<file path="src/rtl/grid_cursor_pkg.sv">
// rtl/grid_cursor_pkg.sv - direction type and button priority encoder for grid_cursor
package grid_cursor_pkg;

  typedef enum logic [2:0] {
    DIR_NONE  = 3'd0,
    DIR_UP    = 3'd1,
    DIR_DOWN  = 3'd2,
    DIR_LEFT  = 3'd3,
    DIR_RIGHT = 3'd4
  } dir_e;

  // Highest-priority held button wins: up > down > left > right.
  function automatic dir_e prio_dir(input logic up, input logic down,
                                    input logic left, input logic right);
    dir_e d;
    d = DIR_NONE;
    if (up)         d = DIR_UP;
    else if (down)  d = DIR_DOWN;
    else if (left)  d = DIR_LEFT;
    else if (right) d = DIR_RIGHT;
    return d;
  endfunction

endpackage

</file>
<file path="src/rtl/repeat_timer.sv">
// rtl/repeat_timer.sv - hold-to-repeat timer: first fire after REPEAT_DELAY, then every REPEAT_RATE
module repeat_timer #(
  parameter int REPEAT_DELAY = 50,
  parameter int REPEAT_RATE  = 10
) (
  input  logic clk,
  input  logic rst,
  input  logic restart,
  input  logic hold,
  output logic fire
);

  localparam int MAX_V = (REPEAT_DELAY > REPEAT_RATE) ? REPEAT_DELAY : REPEAT_RATE;
  localparam int CNT_W = $clog2(MAX_V + 1);
  localparam logic [CNT_W-1:0] DELAY_LD = CNT_W'(REPEAT_DELAY);
  localparam logic [CNT_W-1:0] RATE_LD  = CNT_W'(REPEAT_RATE);

  logic [CNT_W-1:0] cnt_q, cnt_d;

  // Countdown: reload on any direction change or release, fire when it reaches the last hold cycle.
  always_comb begin
    cnt_d = cnt_q;
    fire  = 1'b0;
    if (restart || !hold) begin
      cnt_d = DELAY_LD;
    end else if (REPEAT_DELAY != 0) begin
      if (cnt_q == CNT_W'(1)) begin
        fire  = 1'b1;
        cnt_d = RATE_LD;
      end else begin
        cnt_d = cnt_q - CNT_W'(1);
      end
    end
  end

  // Counter register; reset leaves it armed with the initial delay.
  always_ff @(posedge clk or posedge rst) begin
    if (rst) cnt_q <= DELAY_LD;
    else     cnt_q <= cnt_d;
  end

endmodule

</file>
<file path="src/rtl/grid_cursor.sv">
// rtl/grid_cursor.sv - keypad grid cursor with auto-repeat navigation and select capture
module grid_cursor import grid_cursor_pkg::*; #(
  parameter  int ROWS         = 4,
  parameter  int COLS         = 7,
  parameter  int WRAP         = 0,
  parameter  int REPEAT_DELAY = 50,
  parameter  int REPEAT_RATE  = 10,
  localparam int RW   = (ROWS > 1) ? $clog2(ROWS) : 1,
  localparam int CW   = (COLS > 1) ? $clog2(COLS) : 1,
  localparam int NPOS = ROWS * COLS,
  localparam int IW   = (NPOS > 1) ? $clog2(NPOS) : 1
) (
  input  logic            clk,
  input  logic            rst,
  input  logic            btn_up,
  input  logic            btn_down,
  input  logic            btn_left,
  input  logic            btn_right,
  input  logic            btn_sel,
  output logic [RW-1:0]   row,
  output logic [CW-1:0]   col,
  output logic [IW-1:0]   pos_idx,
  output logic [NPOS-1:0] pos_onehot,
  output logic            sel_valid,
  output logic [IW-1:0]   sel_code
);

  localparam logic [RW-1:0]   ROW_MAX  = RW'(ROWS - 1);
  localparam logic [CW-1:0]   COL_MAX  = CW'(COLS - 1);
  localparam logic [NPOS-1:0] ONE_HOT0 = NPOS'(1);

  dir_e            dir_now, dir_prev_q, dir_prev_d;
  logic            dir_change, holding, new_press, rep_fire, move;
  logic [RW-1:0]   row_q, row_d;
  logic [CW-1:0]   col_q, col_d;
  logic [IW-1:0]   pos_idx_q, pos_idx_d;
  logic [NPOS-1:0] pos_onehot_q, pos_onehot_d;
  logic            sel_prev_q, sel_prev_d, sel_rise;
  logic            sel_valid_q, sel_valid_d;
  logic [IW-1:0]   sel_code_q, sel_code_d;

  // Resolve the active direction and classify it as a fresh press or a continued hold.
  always_comb begin
    dir_now    = prio_dir(btn_up, btn_down, btn_left, btn_right);
    dir_prev_d = dir_now;
    dir_change = (dir_now != dir_prev_q);
    holding    = !dir_change && (dir_now != DIR_NONE);
    new_press  = dir_change && (dir_now != DIR_NONE);
    move       = new_press || rep_fire;
  end

  repeat_timer #(
    .REPEAT_DELAY (REPEAT_DELAY),
    .REPEAT_RATE  (REPEAT_RATE)
  ) u_repeat_timer (
    .clk     (clk),
    .rst     (rst),
    .restart (dir_change),
    .hold    (holding),
    .fire    (rep_fire)
  );

  // Next position with saturate or wrap at the grid edges; index and one-hot follow the new row/col.
  always_comb begin
    row_d = row_q;
    col_d = col_q;
    if (move) begin
      case (dir_now)
        DIR_UP:    if (row_q != ROW_MAX) row_d = row_q + RW'(1);
                   else if (WRAP != 0)   row_d = '0;
        DIR_DOWN:  if (row_q != '0)      row_d = row_q - RW'(1);
                   else if (WRAP != 0)   row_d = ROW_MAX;
        DIR_RIGHT: if (col_q != COL_MAX) col_d = col_q + CW'(1);
                   else if (WRAP != 0)   col_d = '0;
        DIR_LEFT:  if (col_q != '0)      col_d = col_q - CW'(1);
                   else if (WRAP != 0)   col_d = COL_MAX;
        default: ;
      endcase
    end
    pos_idx_d    = IW'(row_d) * IW'(COLS) + IW'(col_d);
    pos_onehot_d = ONE_HOT0 << pos_idx_d;
  end

  // Select edge detect; the code captured is the index before any same-cycle move.
  always_comb begin
    sel_rise    = btn_sel && !sel_prev_q;
    sel_prev_d  = btn_sel;
    sel_valid_d = sel_rise;
    sel_code_d  = sel_rise ? pos_idx_q : sel_code_q;
  end

  // State registers; reset returns the cursor home and forgets any held direction.
  always_ff @(posedge clk or posedge rst) begin
    if (rst) begin
      dir_prev_q   <= DIR_NONE;
      row_q        <= '0;
      col_q        <= '0;
      pos_idx_q    <= '0;
      pos_onehot_q <= ONE_HOT0;
      sel_prev_q   <= 1'b0;
      sel_valid_q  <= 1'b0;
      sel_code_q   <= '0;
    end else begin
      dir_prev_q   <= dir_prev_d;
      row_q        <= row_d;
      col_q        <= col_d;
      pos_idx_q    <= pos_idx_d;
      pos_onehot_q <= pos_onehot_d;
      sel_prev_q   <= sel_prev_d;
      sel_valid_q  <= sel_valid_d;
      sel_code_q   <= sel_code_d;
    end
  end

  assign row        = row_q;
  assign col        = col_q;
  assign pos_idx    = pos_idx_q;
  assign pos_onehot = pos_onehot_q;
  assign sel_valid  = sel_valid_q;
  assign sel_code   = sel_code_q;

endmodule

</file>
<file path="config.mk">
export PLATFORM = sky130hd
export DESIGN_NAME = grid_cursor
export DESIGN_NICKNAME = d
export VERILOG_FILES = /design/src/rtl/grid_cursor_pkg.sv /design/src/rtl/repeat_timer.sv /design/src/rtl/grid_cursor.sv
export SDC_FILE = /design/constraint.sdc
export NUM_CORES = 1
export LEC_CHECK = 0
export CAP_MARGIN = 20
export CORE_MARGIN = 8
export CORE_UTILIZATION = 41
export CTS_CLUSTER_DIAMETER = 40
export DETAILED_ROUTE_END_ITERATION = 8
export PLACE_DENSITY = 0.73
export SYNTH_ARGS = -nofsm -noshare
export SYNTH_HDL_FRONTEND = slang
export SYNTH_SLANG_ARGS = --single-unit
</file>
<file path="constraint.sdc">
create_clock -name clk -period 8.4 [get_ports clk]
set_input_delay 1.68 -clock clk [delete_from_list [all_inputs] [get_ports clk]]
set_output_delay 1.68 -clock clk [all_outputs]
set_load 0.005 [all_outputs]
</file>
==> flow_summary_export.csv <==
group,metric,value,unit
outcome,run_status,"finished clean",
cts,post_cts_resized,0,
timing,clock.fmax,0.1797,GHz
setup_path,crit_type,"input port to flop",
synthesis,syn-instance-count,217,
route,drt_iter0_markers,40,
synthesis,ys.flop_type,"dfrtp_1",
timing,tightest_slew,0.8376,ns
global_routing,antenna_found_initial,0,
synthesis,postSynthNetCount,237,
synthesis,ys_async_sr_fraction,100.0,%
finish,layout.nets,290,
die,row_count,28,
finish,synthToLayoutAreaGrowth,28.22,%
die,die-area,0.008646,mm2
finish,drive_gt1_share,9.225,%
die,start_util,41.78,%
synthesis,synth.distinct_cells,48,
route,drc_errors,0,
timing,fin_ws,2.836,ns
route,drt_pass1_iterations,4,
timing,final.setup.tns,0,ns
cts,htree_levels,2,
setup_path,start_kind,"input port",
cts,numCtsBuffers,5,
hold_path,hp-start,"sel_prev_q",
timing,slew_viol_final,0,
finish,n_antenna_cell,0,
setup_path,r2r_start,"dir_prev_q[2]",
synthesis,seq_area_frac_synth,55.82,%
die,die_w,92.99,um
setup_path,crit_slowest_cell,"fa_1",
synthesis,ys_ff_latch,54,
hold_path,hold_path.class,"flop to flop",
setup_path,end_kind,"flop",
global_routing,grt-ovfl-total,0,
setup_path,crit_family,"adder cells",
job,max-cap-violations,0,
timing,rsz0062_at_grt,"false",
cts,clk_path_buf_depth,2,
placement,place.gp.congestion,0.8162,
route,routed_via_density,5.052,
synthesis,syn_area,0.002430,mm2
timing,finClkSkew,0.003559,ns
global_routing,grt_pass1_wl,8894,um
timing,setup_viol,0,
route,ant_nets,0,
setup_path,arrival,5.81,ns
cts,cts_sinks,54,
timing,hold_violations,0,
cts,path_clk_slew,0.09,ns
cts,cts_tree,"built",
setup_path,crit_buf_inv,4,
placement,dp_hpwl,3779,um
global_routing,grt_usage,12.84,%
timing,max_slew_margin,43.37,%
setup_path,crit_path_frequent_cell,"inv_1",
route,num_vias,1748,
setup_path,slowest_delay,0.64,ns
synthesis,synth_edf_count,0,
pwr,power.density,380.5,mW/mm2
synthesis,synth_warnings,0,
placement,portBuffers,50,
setup_path,crit_required,8.65,ns
route,routedWlPerCell,15.01,um
synthesis,syn_area_per_cell,11.20,um2
finish,final_cell_mix,"dfrtp_1, clkdlybuf4s50_1, nor2_1",
cts,root_buffer,"clkbuf_8",
route,routed_wl,5193,um
die,fp.dieH,92.99,um
timing,fin_crit,5.564,ns
setup_path,critPathMaxFanout,10,
global_routing,grt_max_degree,55,
pwr,p_leak,1.400,nW
die,pin_count,51,
timing,finalCritPeriodShare,66.24,%
setup_path,path_cells,"clkdlybuf4s50_1, nand3b_1, a2111oi_2, o22a_1, a221oi_1, a211oi_1, fa_1, inv_1, ha_1, inv_1, fa_1, inv_1, or3_1, nor2_1",
cts,cts_hold_buffers,0,
placement,place_ws,2.514,ns
cts,clock_latency,0.31,ns
die,core,0.005816,mm2
pwr,ir_worst_vdd,0.2811,mV
setup_path,critical_path.startpoint,"btn_up",
global_routing,grt_pass1_vias,1886,
cts,cts_setup_buffers,0,
## state kept, by name, summed over array words and instances, names as in the netlist
| register | flops |
|---|---|
| sel_valid | 1 |
| col | 3 |
| sel_code | 5 |
| u_repeat_timer.cnt_q | 6 |
| pos_onehot | 28 |
| pos_idx | 5 |
| row | 2 |
| sel_prev_q | 1 |
| dir_prev_q | 3 |
## worst paths after layout
path	cells after the start	slack, ns	to
setup / recovery	14	2.84	pos_onehot[0]
hold / removal	1	0.51	sel_valid
setup reg to reg	13	4.35	pos_onehot[0]
max in group asynchronous	3	6.09	row[0]
min in group asynchronous	3	1.87	sel_valid
hold reg to reg	1	0.51	sel_valid
## power by group
| group | switching, mW | internal (mW) | total, mW | leakage (nW) |
|---|---|---|---|---|
| Sequential | 0.0440 | 0.340 | 0.384 | 0.695 |
| Clock | 0.0842 | 0.0980 | 0.182 | 0.0618 |
| Combinational | 0.341 | 0.278 | 0.619 | 0.643 |
| Total | 0.469 | 0.716 | 1.19 | 1.40 |
## metrics by stage
| stage | power (mW) | utilization, % | area, um2 | instances | hold WS [ns] |
|---|---|---|---|---|---|
| after floorplan | 0.7542 | - | 2430 | 217 | 0.5042 |
| after global placement | 1.004 | 51.48 | 2994 | 338 | 0.4912 |
| after detailed placement | 1.016 | 51.48 | 2994 | 338 | 0.4962 |
| after CTS | 1.205 | 53.57 | 3115 | 346 | 0.5191 |
| after global routing | 1.291 | 53.57 | 3115 | 346 | 0.5434 |
| final | 1.185 | 53.57 | 3115 | 346 | 0.5065 |
## routing by layer
layer | vias up | GRT usage (%) | wire (um)
met1 | 844 | 14.88 | 2195
met4 | 0 | 4.430 | 82
met5 | - | 0 | 0
met2 | 47 | 19.59 | 2375
li1 | 849 | - | -
met3 | 8 | 7.212 | 539
## cell families (layout without fill, tap and decap cells)
kind of cell | Yosys count | in the layout | share of synthesized area (%)
simple gates | 80 | 80 | 16.02
fa+ha+maj | 13 | 13 | 7.621
buf+inv | 23 | 77 | 4.325
xor+xnor | 5 | 5 | 1.802
mux | 6 | 6 | 2.729
compound gates | 36 | 36 | 11.69
flops | 54 | 54 | 55.82
## synthesized netlist by cell type, types with 5 or more instances
master    count  area share (%)
nand2b_1      5             1.3
nor2_1       32             4.9
o21ai_0       5             1.0
nand2_1      11             1.7
mux2_2        5             2.3
ha_1         10             5.1
dfrtp_1      50              51
nor3_1        8             1.6
inv_1        18             2.8
## area by class of cell
cell class	count	area [um2]
clock buffer	6	82.58
clock inverter	2	38.79
fill	554	2700
inverter	18	67.56
multi-input combinational	140	968.4
sequential	54	1356
tap	75	93.84
timing repair buffer	51	508.0
No activity file was read; power rests on OpenSTA's default activity.
